==> config.mk <==
export PLATFORM = sky130hd
export DESIGN_NAME = key_buffer_flat
export DESIGN_NICKNAME = d
export VERILOG_FILES = /design/src/rtl/key_buffer_pkg.sv /design/src/rtl/key_buffer_if.sv /design/src/rtl/key_buffer_num_fifo.sv /design/src/rtl/key_buffer.sv /design/src/flat_wrapper.sv
export SDC_FILE = /design/constraint.sdc
export NUM_CORES = 1
export LEC_CHECK = 0
export BUFFER_PORTS_ARGS = -buffer_cell sky130_fd_sc_hd__buf_2
export CORE_MARGIN = 2
export CORE_UTILIZATION = 59
export CTS_CLUSTER_SIZE = 40
export DETAILED_ROUTE_END_ITERATION = 6
export PLACE_DENSITY = 0.78
export SLEW_MARGIN = 25
export SYNTH_ARGS = -nofsm -noshare
export SYNTH_HDL_FRONTEND = slang
export SYNTH_SLANG_ARGS = --single-unit
==> constraint.sdc <==
create_clock -name clk -period 3.2 [get_ports clk]
set_input_delay 0.48 -clock clk [delete_from_list [all_inputs] [get_ports clk]]
set_output_delay 0.48 -clock clk [all_outputs]
set_load 0.02 [all_outputs]
==> src/rtl/key_buffer_pkg.sv <==
// ============================================================================
// Module  : key_buffer_pkg
// Purpose : Shared definitions for the PS/2 digit key buffer. Holds the
//           parser state encoding, the scan-set-2 prefix codes (F0 break,
//           E0 extended), the ten digit make codes and a lookup helper that
//           maps a scan code to its digit value.
// Ports   : none (package)
// Rev     : 1.0  initial release
// ============================================================================
`default_nettype none

package key_buffer_pkg;

  // Parser states.
  typedef enum logic [1:0] {
    ST_IDLE    = 2'd0,  // waiting for a make code or a prefix
    ST_BRK     = 2'd1,  // F0 seen: next byte is a released key
    ST_EXT     = 2'd2,  // E0 seen: next byte is an extended key
    ST_EXT_BRK = 2'd3   // E0 F0 seen: next byte is a released extended key
  } state_t;

  // Prefix codes.
  localparam logic [7:0] SC_BREAK = 8'hF0;
  localparam logic [7:0] SC_EXT   = 8'hE0;

  // Digit make codes (main keyboard row).
  localparam logic [7:0] SC_DIGIT_0 = 8'h45;
  localparam logic [7:0] SC_DIGIT_1 = 8'h16;
  localparam logic [7:0] SC_DIGIT_2 = 8'h1E;
  localparam logic [7:0] SC_DIGIT_3 = 8'h26;
  localparam logic [7:0] SC_DIGIT_4 = 8'h25;
  localparam logic [7:0] SC_DIGIT_5 = 8'h2E;
  localparam logic [7:0] SC_DIGIT_6 = 8'h36;
  localparam logic [7:0] SC_DIGIT_7 = 8'h3D;
  localparam logic [7:0] SC_DIGIT_8 = 8'h3E;
  localparam logic [7:0] SC_DIGIT_9 = 8'h46;

  typedef struct packed {
    logic       hit;  // code is one of the ten digit make codes
    logic [3:0] num;  // digit value when hit, else 0
  } digit_t;

  function automatic digit_t digit_lookup(input logic [7:0] code);
    digit_t d;
    d.hit = 1'b1;
    d.num = 4'd0;
    case (code)
      SC_DIGIT_0: d.num = 4'd0;
      SC_DIGIT_1: d.num = 4'd1;
      SC_DIGIT_2: d.num = 4'd2;
      SC_DIGIT_3: d.num = 4'd3;
      SC_DIGIT_4: d.num = 4'd4;
      SC_DIGIT_5: d.num = 4'd5;
      SC_DIGIT_6: d.num = 4'd6;
      SC_DIGIT_7: d.num = 4'd7;
      SC_DIGIT_8: d.num = 4'd8;
      SC_DIGIT_9: d.num = 4'd9;
      default:    d.hit = 1'b0;
    endcase
    return d;
  endfunction

endpackage : key_buffer_pkg

`default_nettype wire

==> src/rtl/key_buffer_if.sv <==
// ============================================================================
// Module  : key_buffer_if
// Purpose : Bundles the scan-byte input strobe and the digit output
//           handshake of key_buffer.
// Ports   : in_valid/in_byte  scan byte strobe (master -> slave)
//           out_ready         consumer pop request (master -> slave)
//           out_valid/out_num head digit (slave -> master)
//           count/overflow    occupancy and sticky drop flag (slave -> master)
// Rev     : 1.0  initial release
// ============================================================================
`default_nettype none

interface key_buffer_if #(
  parameter int CNT_WIDTH = 4
);
  import key_buffer_pkg::*;

  logic                 in_valid;
  logic [7:0]           in_byte;
  logic                 out_ready;
  logic                 out_valid;
  logic [3:0]           out_num;
  logic [CNT_WIDTH-1:0] count;
  logic                 overflow;

  // Master: keyboard receiver plus digit consumer.
  modport master (
    output in_valid, in_byte, out_ready,
    input  out_valid, out_num, count, overflow
  );

  // Slave: the key buffer itself.
  modport slave (
    input  in_valid, in_byte, out_ready,
    output out_valid, out_num, count, overflow
  );

endinterface : key_buffer_if

`default_nettype wire

==> src/rtl/key_buffer_num_fifo.sv <==
// ============================================================================
// Module  : num_fifo
// Purpose : Synchronous FIFO of 4-bit digits, DEPTH entries (power of two).
//           A push while full is accepted only when a pop happens in the
//           same cycle; otherwise it is refused and the caller decides what
//           to do about it.
// Ports   : clk, rst           clock, synchronous active-high reset
//           push, push_data    write request and data
//           pop                read request (ignored while empty)
//           head               data at the read pointer
//           count, full, empty occupancy status
// Rev     : 1.0  initial release
// ============================================================================
`default_nettype none

module num_fifo #(
  parameter int DEPTH     = 8,
  parameter int CNT_WIDTH = 4
) (
  input  logic                 clk,
  input  logic                 rst,
  input  logic                 push,
  input  logic [3:0]           push_data,
  input  logic                 pop,
  output logic [3:0]           head,
  output logic [CNT_WIDTH-1:0] count,
  output logic                 full,
  output logic                 empty
);

  localparam int PTR_W = $clog2(DEPTH);
  localparam logic [CNT_WIDTH-1:0] C_DEPTH = CNT_WIDTH'(DEPTH);

  logic [3:0]           mem_q [DEPTH];
  logic [3:0]           mem_d [DEPTH];
  logic [PTR_W-1:0]     wr_ptr_q, wr_ptr_d;
  logic [PTR_W-1:0]     rd_ptr_q, rd_ptr_d;
  logic [CNT_WIDTH-1:0] count_q, count_d;
  logic                 push_ok;
  logic                 pop_ok;

  assign empty = (count_q == '0);
  assign full  = (count_q == C_DEPTH);
  assign head  = mem_q[rd_ptr_q];
  assign count = count_q;

  // When full, the slot being popped is the one the write lands in, so a
  // simultaneous pop frees exactly the room the push needs.
  assign pop_ok  = pop & ~empty;
  assign push_ok = push & (~full | pop_ok);

  always_comb begin
    mem_d    = mem_q;
    wr_ptr_d = wr_ptr_q;
    rd_ptr_d = rd_ptr_q;
    count_d  = count_q;
    if (push_ok) begin
      mem_d[wr_ptr_q] = push_data;
      wr_ptr_d        = wr_ptr_q + PTR_W'(1);  // wraps modulo DEPTH
    end
    if (pop_ok) begin
      rd_ptr_d = rd_ptr_q + PTR_W'(1);
    end
    case ({push_ok, pop_ok})
      2'b10:   count_d = count_q + CNT_WIDTH'(1);
      2'b01:   count_d = count_q - CNT_WIDTH'(1);
      default: count_d = count_q;
    endcase
  end

  // Storage carries no reset; validity is tracked by the pointers and count.
  always_ff @(posedge clk) begin
    mem_q <= mem_d;
  end

  always_ff @(posedge clk) begin
    if (rst) begin
      wr_ptr_q <= '0;
      rd_ptr_q <= '0;
      count_q  <= '0;
    end else begin
      wr_ptr_q <= wr_ptr_d;
      rd_ptr_q <= rd_ptr_d;
      count_q  <= count_d;
    end
  end

endmodule : num_fifo

`default_nettype wire

==> src/rtl/key_buffer.sv <==
// ============================================================================
// Module  : key_buffer
// Purpose : Parses PS/2 scan-set-2 bytes, extracts digit key presses
//           (suppressing typematic repeats of the held key) and queues the
//           digit values in a FIFO for a downstream consumer.
// Ports   : clk   single clock, rising edge
//           rst   synchronous active-high reset
//           bus   key_buffer_if.slave: in_valid/in_byte scan strobe,
//                 out_ready/out_valid/out_num pop handshake, count,
//                 sticky overflow
// Rev     : 1.0  initial release
// ============================================================================
`default_nettype none

module key_buffer
  import key_buffer_pkg::*;
#(
  parameter int DEPTH     = 8,
  parameter int CNT_WIDTH = 4
) (
  input  logic          clk,
  input  logic          rst,
  key_buffer_if.slave   bus
);

  state_t     state_q, state_d;
  logic [7:0] held_code_q, held_code_d;
  logic       held_valid_q, held_valid_d;
  logic       overflow_q, overflow_d;
  logic       push_req;
  logic [3:0] push_num;
  digit_t     dig;

  logic [3:0]           fifo_head;
  logic [CNT_WIDTH-1:0] fifo_count;
  logic                 fifo_full;
  logic                 fifo_empty;
  logic                 pop_req;

  assign dig     = digit_lookup(bus.in_byte);
  assign pop_req = bus.out_ready & ~fifo_empty;

  // Parser and held-key tracking.
  always_comb begin
    state_d      = state_q;
    held_code_d  = held_code_q;
    held_valid_d = held_valid_q;
    push_req     = 1'b0;
    push_num     = 4'd0;
    if (bus.in_valid) begin
      case (state_q)
        ST_IDLE: begin
          if (bus.in_byte == SC_BREAK) begin
            state_d = ST_BRK;
          end else if (bus.in_byte == SC_EXT) begin
            state_d = ST_EXT;
          end else if (dig.hit) begin
            // A repeated make of the key still held down is typematic.
            if (!(held_valid_q && (bus.in_byte == held_code_q))) begin
              push_req     = 1'b1;
              push_num     = dig.num;
              held_code_d  = bus.in_byte;
              held_valid_d = 1'b1;
            end
          end
        end
        ST_BRK: begin
          state_d = ST_IDLE;
          if (held_valid_q && (bus.in_byte == held_code_q)) begin
            held_valid_d = 1'b0;
          end
        end
        ST_EXT: begin
          state_d = (bus.in_byte == SC_BREAK) ? ST_EXT_BRK : ST_IDLE;
        end
        default: begin  // ST_EXT_BRK
          state_d = ST_IDLE;
        end
      endcase
    end
  end

  // A digit is lost only when the FIFO is full and nothing leaves this cycle.
  always_comb begin
    overflow_d = overflow_q;
    if (push_req && fifo_full && !pop_req) begin
      overflow_d = 1'b1;
    end
  end

  always_ff @(posedge clk) begin
    if (rst) begin
      state_q      <= ST_IDLE;
      held_code_q  <= 8'h00;
      held_valid_q <= 1'b0;
      overflow_q   <= 1'b0;
    end else begin
      state_q      <= state_d;
      held_code_q  <= held_code_d;
      held_valid_q <= held_valid_d;
      overflow_q   <= overflow_d;
    end
  end

  num_fifo #(
    .DEPTH     (DEPTH),
    .CNT_WIDTH (CNT_WIDTH)
  ) u_num_fifo (
    .clk       (clk),
    .rst       (rst),
    .push      (push_req),
    .push_data (push_num),
    .pop       (pop_req),
    .head      (fifo_head),
    .count     (fifo_count),
    .full      (fifo_full),
    .empty     (fifo_empty)
  );

  assign bus.out_valid = ~fifo_empty;
  assign bus.out_num   = fifo_empty ? 4'h0 : fifo_head;
  assign bus.count     = fifo_count;
  assign bus.overflow  = overflow_q;

endmodule : key_buffer

`default_nettype wire

==> src/flat_wrapper.sv <==
// flat-port wrapper written by rule: the top's interface ports become plain ports
module key_buffer_flat import key_buffer_pkg::*;
#(
  parameter int DEPTH     = 8,
  parameter int CNT_WIDTH = 4
)
  (clk, rst, bus_in_valid, bus_in_byte, bus_out_ready, bus_out_valid, bus_out_num, bus_count, bus_overflow);
  key_buffer_if #(.CNT_WIDTH(CNT_WIDTH)) bus_i ();
  input  logic clk;
  input  logic rst;
  input wire logic [$bits(bus_i.in_valid)-1:0] bus_in_valid;
  input wire logic [$bits(bus_i.in_byte)-1:0] bus_in_byte;
  input wire logic [$bits(bus_i.out_ready)-1:0] bus_out_ready;
  output wire logic [$bits(bus_i.out_valid)-1:0] bus_out_valid;
  output wire logic [$bits(bus_i.out_num)-1:0] bus_out_num;
  output wire logic [$bits(bus_i.count)-1:0] bus_count;
  output wire logic [$bits(bus_i.overflow)-1:0] bus_overflow;
  assign bus_i.in_valid = bus_in_valid;
  assign bus_i.in_byte = bus_in_byte;
  assign bus_i.out_ready = bus_out_ready;
  assign bus_out_valid = bus_i.out_valid;
  assign bus_out_num = bus_i.out_num;
  assign bus_count = bus_i.count;
  assign bus_overflow = bus_i.overflow;
  key_buffer #(.DEPTH(DEPTH), .CNT_WIDTH(CNT_WIDTH)) u_core (.clk(clk), .rst(rst), .bus(bus_i));
endmodule
==> results.json <==
{
  "status": "completed",
  "grt_pass1_wl_microns": 7820,
  "min_period_ns": 2.67,
  "irDropWorstVdd_mv": 0.191,
  "cp-end-kind": "register",
  "static-leakage-power_nw": 1.10,
  "track_usage_pct": 20.1,
  "area_delta_synth_final_pct": 9.83,
  "cts_max_level": 2,
  "cap_viol_max_count": 0,
  "cts_resized": 0,
  "syn_nets": 241,
  "swShare_pct": 22.6,
  "synth_area_leaders": "edfxtp_1 36%, dfxtp_1 17%, mux4_2 6.8%",
  "cts_made_buffers": 5,
  "grt_max_degree": 25,
  "seq_area_frac_synth_pct": 52.9,
  "diodes": 0,
  "yosys.area.top_type_share_pct": 36.3,
  "drive_gt1_share_pct": 20.9,
  "postLayoutCellArea_sq_um": 2910,
  "cts.root.buffer_cell": "clkbuf_8",
  "dpl_cell_area_sq_um": 2820,
  "syn_avg_cell_area_sq_um": 11.8,
  "start_util_pct": 60.8,
  "pin_count": 22,
  "clkLatencyLatePin_ns": 0.31,
  "nNetsFinal": 265,
  "netlist_area_sq_um": 2650,
  "cts_buffer_depth": 2,
  "synthCells": 224,
  "multi_input_area_sq_um": 1160,
  "via_count": 1763,
  "dieHeight_microns": 71.0,
  "tightest_slew_ns": 0.777,
  "slew_headroom_pct": 47.8,
  "synth_edf_count": 32,
  "rsz0062_at_grt": "false",
  "synth-seq-cells": 54,
  "finalSetupViolations": 0,
  "critPathMaxStageDelay_ns": 0.46,
  "yosysWarnings": 0,
  "hold_viol_final": 0,
  "critPathLaunchType": "input port",
  "die_x_microns": 71.0,
  "cts.sinks": 54,
  "dr.pass1.iters": 4,
  "cp.arrival_ns": 2.86,
  "p_sw_mw": 0.269,
  "tns_ns": 0,
  "critical_path.max_fanout": 9,
  "drt-vias-per-instance": 5.86,
  "wl_microns": 4690,
  "finish.utilization_pct": 66.8,
  "post-place-ws_ns": 0.207,
  "power_frac_clock_pct": 31.2,
  "worst_path_max_delay_cell": "or3b_2",
  "gp_congestion": 0.846,
  "finalCritPeriodShare_pct": 83.5,
  "antenna_left": 0,
  "crit_path_cell_trace": "buf_2 -> xor2_1 -> mux2_1 -> o2bb2ai_2 -> o21ai_2 -> nand2b_1 -> ha_1 -> or3b_2 -> o21ai_1 -> nand3b_1 -> a21oi_1 -> xnor2_1 -> nor2_1",
  "antenna_found_initial": 0,
  "remaining_drc_errors": 0,
  "p_int_mw": 0.922,
  "p_comb_share_pct": 7.0,
  "drt_iter0_drc": 147,
  "grt_pass1_vias": 1700,
  "finalClockSkew_ns": 0.00900,
  "regArea_sq_um": 1400,
  "grt_overflow": 0,
  "yosys.area.top_type": "edfxtp_1",
  "worst-endpoint-required_ns": 3.38,
  "final.fill_count": 328,
  "timing.fmax_mhz": 374,
  "cts_tree": "yes",
  "hold_path_class": "reg2reg",
  "holdBufCountCts": 0,
  "cts_setup_buffers": 0,
  "ys.flop_type": "edfxtp_1",
  "synth.distinct_cells": 45,
  "path_class": "in2reg",
  "portBuffers": 21,
  "seq_power_share_pct": 61.8,
  "setup_ws_ns": 0.527,
  "wl_per_cell_microns": 15.6,
  "clk_pin_slew_ns": 0.10,
  "core_sq_um": 4350,
  "powerDensity_nw_per_um2": 409,
  "hpwl_microns": 3430,
  "core.rowCount": 24,
  "die_area_sq_um": 5040,
  "synthArstFlopShare_pct": 0,
  "drv_slew": 0
}
power by group through the flow:
stage                     sequential (mW)  clock (mW)  combinational [mW]
after floorplan                     0.750           0              0.0599
after global placement              0.752           0              0.0821
after detailed placement            0.752           0              0.0833
after CTS                           0.736       0.384              0.0837
after global routing                0.737       0.402              0.0925
final                               0.736       0.371              0.0837
worst max-delay path, delay by kind of cell:
family,cells,cell delay (ns)
and+or+nand+nor,4,0.74
AOI/OAI and AO/OA,4,0.51
muxes,1,0.36
xor gates and xnor gates,2,0.31
adders and majority gates,1,0.25
buffers and inverters,1,0.19
layout by cell type (no fill, tap or decap), types with 10 or more instances in the layout:
cell type,Yosys,routed
dfxtp_1,22,22
nand2_1,12,12
nor3_1,11,11
mux2i_1,11,11
edfxtp_1,32,32
xnor2_1,10,10
buf_2,4,21
nor2_1,21,21
a21oi_1,10,10
per-stage QoR:
| stage | cells | hold WS [ns] | power, mW |
|---|---|---|---|
| finish | 301 | 0.471 | 1.19 |
| global route | 301 | 0.502 | 1.23 |
| CTS | 301 | 0.477 | 1.20 |
| detailed placement | 293 | 0.459 | 0.836 |
| global placement | 293 | 0.443 | 0.834 |
| floorplan | 224 | 0.437 | 0.810 |
state kept, by name, indices dropped and copies added (netlist names):
name	cells
u_core.u_num_fifo.mem_q	32
u_core.held_code_q	8
u_core.u_num_fifo.count	4
u_core.u_num_fifo.rd_ptr_q	3
u_core.u_num_fifo.wr_ptr_q	3
u_core.state_q	2
u_core.bus.overflow	1
u_core.held_valid_q	1
synth_stat cells, types with 2 or more instances:
master    instances
nand3b_1          3
and3_1            2
nor2b_1           7
inv_1             6
edfxtp_1         32
and3b_1           2
a31oi_1           2
o21ai_1           3
mux2_1            2
nor3_1           11
buf_4             3
nor3b_1           2
mux4_2            8
xor2_1            6
dfxtp_1          22
o21ai_0           3
xnor2_1          10
ha_1              5
nand4b_1          2
nand2_1          12
mux2i_1          11
a21oi_1          10
nand4_1           2
nand2b_1          6
clkbuf_1          5
nor4b_2           2
or4_1             2
or3_1             2
nor2_1           21
buf_2             4
nor4_1            2
kinds of logic after synthesis:
| family | count (synthesis) | synth area share [%] |
|---|---|---|
| compound gates | 28 | 7.09 |
| simple gates | 82 | 17.4 |
| buf+inv | 18 | 3.16 |
| mux | 21 | 11.8 |
| xor+xnor | 16 | 5.29 |
| fa+ha+maj | 5 | 2.36 |
| flops | 54 | 52.9 |
final timing paths:
check                              from                          to  slack [ns]  cells past startpoint
setup / recovery         bus_in_byte[4]  u_core.u_num_fifo.count[3]        0.53                     13
setup reg to reg  u_core.held_code_q[4]  u_core.u_num_fifo.count[3]        0.64                     12
hold / removal      u_core.held_valid_q         u_core.held_valid_q        0.47                      2
hold reg to reg     u_core.held_valid_q         u_core.held_valid_q        0.47                      2
metal layers:
layer | routed length [microns] | track usage (%) | vias to the layer above
met5 | 0 | 0 | -
met4 | 79 | 6.50 | 0
met3 | 154 | 4.27 | 9
met2 | 2400 | 34.3 | 38
met1 | 2060 | 25.6 | 849
li1 | - | - | 867
cell type report:
cell class              count  area share, %
flip-flops and latches     54           48.2
multi-input cells         152           40.0
repair buffers             29           5.68
clock buffers               5           2.37
well taps                  52           2.24
inverters                   6          0.774
clock inverters             3          0.731
No activity file was read; power rests on OpenSTA's default activity.
